**config.mk**
```make
export PLATFORM = sky130hd
export DESIGN_NAME = pc_branch_table
export DESIGN_NICKNAME = d
export VERILOG_FILES = /design/src/rtl/pc_branch_table.sv
export SDC_FILE = /design/constraint.sdc
export NUM_CORES = 1
export LEC_CHECK = 0
export BUFFER_PORTS_ARGS = -buffer_cell sky130_fd_sc_hd__buf_2
export CAP_MARGIN = 0
export CELL_PAD_IN_SITES_DETAIL_PLACEMENT = 0
export CELL_PAD_IN_SITES_GLOBAL_PLACEMENT = 2
export CORE_MARGIN = 10
export CORE_UTILIZATION = 39
export CTS_BUF_LIST = sky130_fd_sc_hd__clkbuf_8 sky130_fd_sc_hd__clkbuf_16
export CTS_CLUSTER_DIAMETER = 120
export DETAILED_ROUTE_END_ITERATION = 12
export HOLD_SLACK_MARGIN = 0.06
export PLACE_DENSITY_LB_ADDON = 0.2
export SYNTH_ARGS = -nofsm -noshare
export SYNTH_HDL_FRONTEND = slang
export SYNTH_SLANG_ARGS = --single-unit
```
**constraint.sdc**
```tcl
create_clock -name clk -period 3.8 [get_ports clk]
set_input_delay 0.38 -clock clk [delete_from_list [all_inputs] [get_ports clk]]
set_output_delay 0.38 -clock clk [all_outputs]
set_load 0.01 [all_outputs]
```
**src/rtl/pc_branch_table.sv**
```systemverilog
// Program counter with a run-time programmable branch-target table.
// Entries are relative offsets or absolute targets; the block also sequences IDLE/RUN/HALT.
module pc_branch_table #(
  parameter int unsigned     PC_W     = 10,
  parameter int unsigned     OFF_W    = 8,
  parameter int unsigned     DEPTH    = 32,
  parameter int unsigned     PTR_W    = $clog2(DEPTH),
  parameter logic [PC_W-1:0] RESET_PC = '0
) (
  input  logic             clk,
  input  logic             reset,
  input  logic             start,
  input  logic             halt_req,
  input  logic             br_en,
  input  logic             br_take,
  input  logic [PTR_W-1:0] br_ptr,
  input  logic             wr_en,
  input  logic [PTR_W-1:0] wr_ptr,
  input  logic [OFF_W-1:0] wr_data,
  input  logic             wr_abs,
  output logic [PC_W-1:0]  pc,
  output logic             running,
  output logic             halted,
  output logic             bad_ptr
);

  typedef enum logic [1:0] {StIdle, StRun, StHalt} state_e;

  state_e           state_q, state_d;
  logic [PC_W-1:0]  pc_q, pc_d;
  logic             bad_q, bad_d;
  logic             tbl_abs_q  [DEPTH];
  logic [OFF_W-1:0] tbl_data_q [DEPTH];

  logic             wr_in_range, br_in_range, wr_ok;
  logic             advance, take;
  logic             sel_abs;
  logic [OFF_W-1:0] sel_data;

  assign wr_in_range = 32'(wr_ptr) < DEPTH;
  assign br_in_range = 32'(br_ptr) < DEPTH;
  assign wr_ok       = wr_en && wr_in_range;
  assign advance     = (state_q == StRun) && !halt_req;
  assign take        = advance && br_en && br_take;

  // Table read with write-first bypass for a same-cycle write to the same entry.
  always_comb begin
    sel_abs  = 1'b0;
    sel_data = OFF_W'(1);
    for (int unsigned i = 0; i < DEPTH; i++) begin
      if (br_ptr == PTR_W'(i)) begin
        sel_abs  = tbl_abs_q[i];
        sel_data = tbl_data_q[i];
      end
    end
    if (wr_ok && (wr_ptr == br_ptr)) begin
      sel_abs  = wr_abs;
      sel_data = wr_data;
    end
  end

  always_comb begin
    pc_d = pc_q;
    if (advance) begin
      if (take && br_in_range) begin
        pc_d = sel_abs ? PC_W'(sel_data) : pc_q + PC_W'($signed(sel_data));
      end else begin
        pc_d = pc_q + PC_W'(1);
      end
    end
  end

  assign bad_d = bad_q | (wr_en & ~wr_in_range) | (take & ~br_in_range);

  always_comb begin
    state_d = state_q;
    unique case (state_q)
      StIdle:  if (start) state_d = StRun;
      StRun:   if (halt_req) state_d = StHalt;
      StHalt:  if (start && !halt_req) state_d = StRun;
      default: state_d = StIdle;
    endcase
  end

  always_ff @(posedge clk) begin
    if (reset) begin
      state_q <= StIdle;
      pc_q    <= RESET_PC;
      bad_q   <= 1'b0;
      for (int unsigned i = 0; i < DEPTH; i++) begin
        tbl_abs_q[i]  <= 1'b0;
        tbl_data_q[i] <= OFF_W'(1);
      end
    end else begin
      state_q <= state_d;
      pc_q    <= pc_d;
      bad_q   <= bad_d;
      for (int unsigned i = 0; i < DEPTH; i++) begin
        if (wr_ok && (wr_ptr == PTR_W'(i))) begin
          tbl_abs_q[i]  <= wr_abs;
          tbl_data_q[i] <= wr_data;
        end
      end
    end
  end

  assign pc      = pc_q;
  assign running = (state_q == StRun);
  assign halted  = (state_q == StHalt);
  assign bad_ptr = bad_q;

endmodule

```
== After elaboration in Yosys (flattened, before gate mapping) ==
Memories as Yosys holds them, arrays and structs flattened.
Cells that the tools add are included.
Word-level totals
  register bits after elaboration: 12
  memory bits (writable): 288
  bits of input ports: 26
  output and inout port bits: 13
  logic and storage cells: 414
  memories: 2
Memories
  tbl_data_q: words 32, width 8, rd ports 32, clocked after memory_dff 0, write ports 32, line 33  | logic [OFF_W-1:0] tbl_data_q [DEPTH];
  tbl_abs_q: words 32, width 1, rd ports 32, clocked after memory_dff 0, write ports 32, line 32  | logic tbl_abs_q [DEPTH];
Cells by class
  add/sub/neg operators: 2
  equality and inequality tests: 68
  muxes and demuxes: 234
  bitwise gates (word level): 64
  reduce and logical (&&, ||, !) cells: 42
Operator list (count)
  2-to-1 mux 8 bit: 65
  2-to-1 mux 1 bit: 163
  equality test 5 bit, second input constant: 32
  equality test 5 x 4 -> 1 bit, second input constant: 16
  bitwise OR 1 bit: 64
  equality test 5 x 3 -> 1 bit, second input constant: 8
  logical AND 1 bit: 37
  equality test 5 x 2 -> 1 bit, second input constant: 4
  2-to-1 mux 10 bit: 2
  adder 10 x 1 -> 10 bit, second input constant: 1
  adder 10 bit: 1
  equality test 5 x 1 -> 1 bit, second input constant: 2
  zero test 5 bit: 2
  2-to-1 mux 2 bit: 3
  case mux 2 bit (3 select lines): 1
  equality test 5 bit: 1
  != test 2 bit, second input constant: 2
  AND reduction 3 bit: 1
  equality test 2 x 1 -> 1 bit, second input constant: 1
  equality test 2 bit, second input constant: 1
  zero test 2 bit: 1
  != test 2 x 1 -> 1 bit, second input constant: 1
  zero test 1 bit: 1

== Depth between registers and ports, before layout ==
Gate-level depths: netlist (run 1).
  depth after elaboration: 37
  mapped depth: 23
  gate-level depth less buffers: 18

== Worst setup path after synthesis (run 1) ==
No wires, ideal clock.
  kind: input -> register
  start point: input br_ptr[1]
  end point: register pc_q[6] (netlist: pc[6])
  library setup time: 0.087 ns
  arrival time: 3.860 ns
  required time: 3.713 ns
  slack: -0.148 ns
  stages: 22
  buffers on the path: 4
  cell sequence: buf_6 buf_6 buf_4 buf_2 mux2_2 nand2_1 o21ai_1 a221oi_1 o2111ai_1 o211ai_1 inv_1 ha_1 fa_1 a21o_1 a21o_1 a21o_1 a21oi_1 xnor2_1 nand2_1 o21ai_1 a31oi_1 o31ai_1
On the way
  word-level cells in the longest chain between the ends: 37
  elaborated cells on any way between the ends: 103
  classes of those cells: add/sub (1); eq/ne (32); mux (68); reduce/logical (2)
Ends and longest elaborated chain
  start: declaration: line 16  | input logic [PTR_W-1:0] br_ptr,
  zero test 5 bit: line 51  | if (br_ptr == PTR_W'(i)) begin
  2-to-1 mux 8 bit (32 in a row): line 51
  2-to-1 mux 8 bit: line 56  | if (wr_ok && (wr_ptr == br_ptr)) begin
  adder 10 bit: line 66  | pc_d = sel_abs ? PC_W'(sel_data) : pc_q + PC_W'($signed(sel_data));
  2-to-1 mux 10 bit *: line 66
  2-to-1 mux 10 bit *: line 65  | if (take && br_in_range) begin
  end signal: assignment: line 96  | pc_q <= pc_d;
  end: declaration: line 30  | logic [PC_W-1:0] pc_q, pc_d;
Mark *: on every way between the ends. The rest lies on a longest branch, timed or not.
A chain may end at the register's enable or synchronous reset.

==> key figures, run 1 <==
Timing
  – Final slew viol count: 0
  – Final setup vio count: 0
  – Slew HR: about a tenth
  – Worst setup margin: between 0.06 and 0.07 ns
  – Fmax: about 270 MHz
  – RSZ-0062 raised after global routing: true
  – Final min period: roughly 3.7 ns
  – Final Hold Vio Count: 0
  – Least-Margin Pin Slew: between 1 and 1.5 ns
  – Final Skew: 0.01542 ns
  – Final worst path period share: ~100%

Layout
  – Final net count: around 1600
  – Final core occ: 48.60%
  – Finished Layout Cells: around 2100
  – P&R area growth vs syn: 22.16%
  – Diodes inserted: 0
  – Layout cells sized above 1: 24.71%

CTS
  – CTS Buf Count: 34
  – Hold Buf Count CTS: 0
  – # clock sinks: 300
  – CTS tree: built
  – H-tree levels: 2
  – CTS Buffer Depth: 3
  – Clock latency on the worst-skew pair: between 0.5 and 0.6 ns
  – Root buffer cell: clkbuf_16
  – Worst-path clk slew: 0.07 ns

Die
  – Row cnt: a little over 70
  – Starting density of the core: ~40%
  – Ports: 39
  – Core Area: 37840 um2
  – Full die area: roughly 47000 um2
  – Die H: approximately 220 um
  – Die width: 216.5 um

Synth
  – Mapped Nets: 1353
  – Cell count after synthesis: 1316
  – Top cells by count, synth: edfxtp_1 (288), nor2_1 (203), nand2_1 (77)
  – Top-count cell post-synth: edfxtp_1
  – #FFs+latches synth: 300
  – FFs w/ async S/R, synth: 0%
  – Synth Area per Inst: 11.44 um2
  – Sequential-to-total area share from yosys stat: between 50 and 60%
  – Post-Syn Area: roughly 15000 um2
  – Area contributors post-synth: edfxtp_1 (57%), nor2_1 (5.1%), a21oi_1 (2.5%)
  – Primary FF master, synth: edfxtp_1
  – Post-synth EDFFs: 288
  – Share of Yosys cell area claimed by the top area cell type: a little under three fifths
  – Library cells used by synthesis: 89
  – Yosys warning count: 0
  – Leading area contributor after synthesis: edfxtp_1

Critical path
  – CP max stage cell: mux4_2
  – Critical Path AT: between 4 and 5 ns
  – Max incr delay on CP: around 0.52 ns
  – Worst setup path end: pc[9]$_SDFFE_PP0P_
  – Cell Chain, Critical Path: mux4_2, a221oi_4, o22ai_4, a211oi_2, buf_4, o2111ai_2, a22o_1, ha_4, nor2b_1, o21a_1, o41a_1, a21o_1, a21oi_2, nand4bb_1, nand3_1
  – Crit path from: tbl_data_q[0][27]$_SDFFCE_PN0P_
  – Worst r2r dst: pc[9]$_SDFFE_PP0P_
  – R2r startpoint: tbl_data_q[0][27]$_SDFFCE_PN0P_
  – CP endpoint kind: flop
  – Critical Path RT: 4.22 ns
  – Worst setup SP type: flop
  – Crit Path Category: reg2reg
  – Reg2Reg Depth: 15
  – Worst reg-to-reg setup slack: 0.07 ns
  – CP Max Fanout: 3

Routing
  – Router iterations before antenna repair: 6
  – DRC viols: 0
  – Antenna Nets Post-Route: 0
  – Vias: roughly 12000
  – WL final: 54.77 mm
  – Vias per std cell: around 5.8
  – Iteration-0 DRC Markers: between 1000 and 1500
  – WL/cell: around 27 um

Global routing
  – Total gr overflow: 0
  – Initial antenna violation count: 1
  – Largest net degree at the start of global routing: 37
  – Vias in the first global route: 11700
  – Overall Global Routing Usage: 22.99%
  – First-pass GRT wire length: roughly 80 mm

Power and ir drop
  – Pwr Density: 454.2 nW/um2
  – Tot Pwr: 8.353 mW
  – Leakage Power: between 6 and 7 nW
  – Peak supply drop: between 0.2 and 0.25 mV

Status
  – Status: finished clean

Placed design
  – Dpl hpwl: between 40 and 50 mm
  – IO Port Bufs: 37
  – Inst Count DP: approximately 2000
  – Dpl ws: -0.5433 ns
  – GPL Wtd Cong: around 1

Worst hold path
  – Hold WC Path Type: in2reg

Run
  – MaxCap Viol Count: 0
## metrics by stage
step	area, um2	hold slack, ns	TNS [ns]
6_report	18390	0.1313	0
5_1_grt	18390	0.1297	-0.1954
4_1_cts	18330	0.1112	0
3_5_place_dp	17190	0.5488	-2.266
3_3_place_gp	17190	0.5289	-2.374
2_1_floorplan	15070	0.5108	-0.01117
## layout by cell type (no fill, tap or decap), types with 8 or more instances in the layout
master and n:
a31oi_1 16, a22oi_1 8, nor2_1 202, nor3b_1 8, mux2_2 15, buf_2 35
buf_4 222, xor2_1 9, o221ai_1 8, inv_1 29, nand3_1 32, o211ai_1 14
o21ai_0 57, a21o_1 12, ha_1 8, edfxtp_1 288, nand2b_1 49, o21bai_1 12
nand4_1 9, nor3_1 25, dfxtp_1 12, clkbuf_16 34, mux2i_1 36, o21ai_1 11
o22ai_1 18, nor2b_1 12, buf_12 9, nand2_1 77, a211oi_1 16, a21oi_1 70
a21oi_2 8
## how the worst min path moves through the flow
stage	start	end	slack, ns	cells after the start
after detailed placement	state_q[0]$_SDFFE_PP0P_	state_q[0]$_SDFFE_PP0P_	0.55	2
after global routing	halt_req	state_q[1]$_SDFFE_PP0P_	0.13	3
after global placement	state_q[0]$_SDFFE_PP0P_	state_q[0]$_SDFFE_PP0P_	0.53	2
after floorplan	state_q[0]$_SDFFE_PP0P_	state_q[0]$_SDFFE_PP0P_	0.51	2
final	halt_req	state_q[1]$_SDFFE_PP0P_	0.13	3
after CTS	halt_req	state_q[1]$_SDFFE_PP0P_	0.11	3
## sequential cells by signal, summed over array words and instances, names as in the netlist
| register | flops |
|---|---|
| pc | 10 |
| state_q | 2 |
| tbl_data_q | 256 |
| tbl_abs_q | 32 |
## critical path, delay by kind of cell, from the launching register on
family	cells	cell delay, ns
flip-flops	1	0.37
multiplexers	1	0.52
adder cells (fa/ha/maj)	1	0.23
AO/OA/AOI/OAI	9	1.99
buffers and inverters	1	0.17
AND/OR/NAND/NOR	3	0.33
## timing repair
action / 4_1_cts / 5_1_grt
resized for setup: 5 / 17
pin swaps: 4 / 8
setup buffers: 0 / 0
endpoints found under the setup margin: 3 / 4
## cells by family (layout without fill, tap and decap cells)
| logic type | Yosys count | after routing | share of synthesized area, % |
|---|---|---|---|
| buffers and inverters | 128 | 354 | 4.463 |
| adders and majority gates | 11 | 11 | 0.9640 |
| other | 1 | 1 | 0.02491 |
| and+or+nand+nor | 466 | 466 | 14.88 |
| AOI/OAI and AO/OA | 334 | 334 | 14.98 |
| xor gates and xnor gates | 15 | 15 | 0.8726 |
| DFF | 300 | 300 | 59.04 |
| muxes | 61 | 61 | 4.787 |
## per-layer routing
metal	GRT usage, %	up-vias	wire [um]
met2	36.71	498	25250
met4	6.619	2	1575
li1	-	5349	-
met3	4.359	98	4358
met5	0	-	16
met1	31.23	5864	23570
## cell type report
class,count,area [um2]
fillers,3509,19450
flip-flops and latches,300,8889
multi-input cells,888,5607
repair buffers,268,2048
clock buffers,35,864.6
well taps,511,639.4
clock inverters,23,239.0
inverters,28,105.1
## power breakdown
| group | total [mW] | internal, mW | switching (mW) |
|---|---|---|---|
| logic | 1.12 | 0.427 | 0.694 |
| clock network | 3.28 | 1.93 | 1.35 |
| registers | 3.95 | 3.86 | 0.0927 |
| total | 8.35 | 6.22 | 2.14 |
No activity file was read; power rests on OpenSTA's default activity.
==> run 2, diff against run 1 <==
CELL_PAD_IN_SITES_DETAIL_PLACEMENT = 2   (was 0)
clock period = 3.04 ns   (was 3.8 ns; I/O delays follow)
==> key figures, run 2 (synthesis gave the netlist of run 1 again) <==
CTS
  – # clock sinks: 300 (unchanged)
  – Clock latency on the worst-skew pair: 0.59 ns (+0.06 ns)
  – CTS Buf Count: 36 (+5.9%)
  – Root buffer cell: clkbuf_16
  – CTS Buffer Depth: 3 (unchanged)
  – Worst-path clk slew: 0.06 ns (about the same)
  – H-tree levels: 2 (unchanged)
  – CTS tree: built

Placed design
  – Placed inst area: 17360 um2 (+1.0%)
  – Dpl hpwl: 48.04 mm (+20%)
  – Dpl ws: -1.372 ns (-0.8291 ns)
  – IO Port Bufs: 37 (unchanged)
  – GPL Wtd Cong: 0.9549 (-2.2%)
  – Inst Count DP: 2024 (+1.4%)

Critical path
  – CP max stage cell: edfxtp_1
  – Worst setup SP type: flop
  – Most used cell, CP: a21o_1
  – CP endpoint kind: flop
  – Critical Path RT: 3.52 ns (-0.70 ns)
  – CP Max Fanout: 2 (-1)
  – Cell Chain, Critical Path: buf_4, or2_0, a32oi_1, o21ai_1, a31oi_1, buf_4, o2111ai_2, o211ai_1, inv_1, ha_4, fa_2, a21o_1, a21o_1, a21o_1, a21oi_2, xnor2_1, nand2_1, o21ai_1, a31oi_1, o31ai_1
  – Critical Path AT: 4.58 ns (+0.42 ns)
  – Crit Path Category: reg2reg
  – Max incr delay on CP: 0.48 ns (-0.04 ns)

Timing
  – Least-Margin Pin Slew: 0.8550 ns (-0.4935 ns)
  – RSZ-0062 raised after global routing: true
  – Final Skew: 0.03192 ns (+0.01650 ns)
  – Slew HR: 42.52% (+33 points)
  – Setup_tns: -6.044 ns (-6.044 ns)
  – Final slew viol count: 0 (unchanged)
  – Final setup vio count: 10 (+10)
  – Final min period: 4.108 ns (+0.3738 ns)
  – Hold WS: 0.3022 ns (+0.1709 ns)
  – Final Hold Vio Count: 0 (unchanged)
  – Worst setup margin: -1.068 ns (-1.134 ns)
  – Final worst path period share: 135.1% (+37 points)
  – Fmax: 243.4 MHz (-9.1%)

Routing
  – Antenna Nets Post-Route: 0 (unchanged)
  – WL/cell: 34.58 um (+30%)
  – DRC viols: 0 (unchanged)
  – Vias per std cell: 6.375 (+11%)
  – WL final: 72.68 mm (+33%)
  – Vias: 13400 (+13%)
  – Iteration-0 DRC Markers: 1526 (+18%)
  – Router iterations before antenna repair: 6 (unchanged)

Power and ir drop
  – Tot Pwr: 11.43 mW (+37%)
  – Clock power share: 41.8% (+2.5 points)
  – Peak supply drop: 0.3920 mV (+64%)
  – Sw Ratio: 27.81% (+2.2 points)
  – Reg power frac: 43.6% (-3.7 points)
  – Leakage Power: 7.065 nW (+4.7%)
  – P_sw: 3.179 mW (+49%)
  – Comb pwr share: 14.7% (+1.3 points)
  – Cell Int Power: 8.252 mW (+33%)
  – Pwr Density: 603.9 nW/um2 (+33%)

Die
  – Core Area: 37840 um2 (unchanged)
  – Row cnt: 71 (unchanged)
  – Ports: 39 (unchanged)
  – Die width: 216.5 um (unchanged)
  – Starting density of the core: 39.78% (unchanged)
  – Full die area: 46860 um2 (unchanged)
  – Die H: 216.5 um (unchanged)

Global routing
  – Total gr overflow: 0 (unchanged)
  – Initial antenna violation count: 0 (-1)
  – Overall Global Routing Usage: 28.36% (+5.4 points)
  – Largest net degree at the start of global routing: 31 (-16%)
  – Vias in the first global route: 14100 (+20%)
  – First-pass GRT wire length: 98.30 mm (+23%)

Layout
  – Most common cell after layout, fill and taps aside: edfxtp_1
  – P&R area growth vs syn: 25.73%
  – Commonest cells after routing, fill and taps aside: edfxtp_1 (288), buf_4 (268), nor2_1 (200)
  – Layout cells sized above 1: 27.66% (+2.9 points)
  – Reg with most FFs: tbl_data_q
  – Filler Cells Inserted: 3768 (+7.4%)
  – Diodes inserted: 0 (unchanged)
  – Area of the multi-input gates: 5727 um2 (+2.1%)
  – Finished Layout Cells: 2102 (+2.4%)
  – Final core occ: 50.02% (+1.4 points)
  – Final net count: 1602 (+2.9%)
  – Register area: 8889 um2 (unchanged)
  – Max reg flops: 256 (unchanged)
  – Final Cell Area: 18930 um2 (+2.9%)

Status
  – Status: finished with violations
  – Violated checks: negative setup slack

Run
  – MaxCap Viol Count: 0 (unchanged)

Worst hold path
  – Hold WC Path Type: in2reg
## run 2: cell count changes in the layout (fill, tap and decap cells not counted), moves of 3 or more
cell	change
buf_4	+46
o21ai_0	-5
o21ai_2	+5
buf_12	-4
clkinv_1	+4
bufinv_16	+3
clkinvlp_4	-3
## run 2: path summary, 6_finish.rpt
path                              to                           start  cells past startpoint  slack (ns)
min               pc[5]$_SDFFE_PP0P_                           br_en                      4        0.30
max               pc[6]$_SDFFE_PP0P_  tbl_data_q[1][0]$_SDFFCE_PN1P_                     20       -1.07
min reg2reg  state_q[0]$_SDFFE_PP0P_         state_q[0]$_SDFFE_PP0P_                      2        0.58
max reg2reg       pc[6]$_SDFFE_PP0P_  tbl_data_q[1][0]$_SDFFCE_PN1P_                     20       -1.07
## run 2: per-layer routing
| metal | routed length (um) | vias up | global-route usage [%] |
|---|---|---|---|
| li1 | - | 5427 | - |
| met1 | 27550 | 6919 | 34.54 |
| met2 | 34880 | 823 | 47.10 |
| met3 | 6269 | 232 | 6.560 |
| met4 | 3987 | 0 | 12.63 |
| met5 | 0 | - | 0 |
## run 2: power groups by stage
stage / Clock, mW / Sequential, mW / Combinational [mW]
finish: 4.77 / 4.98 / 1.68
global route: 4.94 / 4.99 / 1.74
CTS: 4.72 / 4.96 / 1.54
detailed placement: 0 / 5.04 / 1.46
global placement: 0 / 5.02 / 1.40
floorplan: 0 / 4.96 / 0.750
## run 2: cell type report
| cell class | instances | area share [%] |
|---|---|---|
| inverters | 28 | 0.5552 |
| multi-input cells | 888 | 30.25 |
| flip-flops and latches | 300 | 46.96 |
| repair buffers | 311 | 12.25 |
| clock buffers | 38 | 4.904 |
| clock inverters | 26 | 1.705 |
| well taps | 511 | 3.378 |
## run 2: timing repair
action,CTS,global route
hold endpoints to repair,2,0
hold buffers,2,0
pin swaps,34,12
resized for setup,31,15
setup buffers,13,5
endpoints found under the setup margin,8,10
## run 2: worst max-delay path, delay by kind of cell, from the launching register on
| kind | cells | cell delay, ns |
|---|---|---|
| flip-flops | 1 | 0.48 |
| XOR/XNOR | 1 | 0.16 |
| adder cells (fa/ha/maj) | 2 | 0.54 |
| AO/OA/AOI/OAI | 12 | 2.07 |
| AND/OR/NAND/NOR | 2 | 0.29 |
| buffers and inverters | 3 | 0.49 |
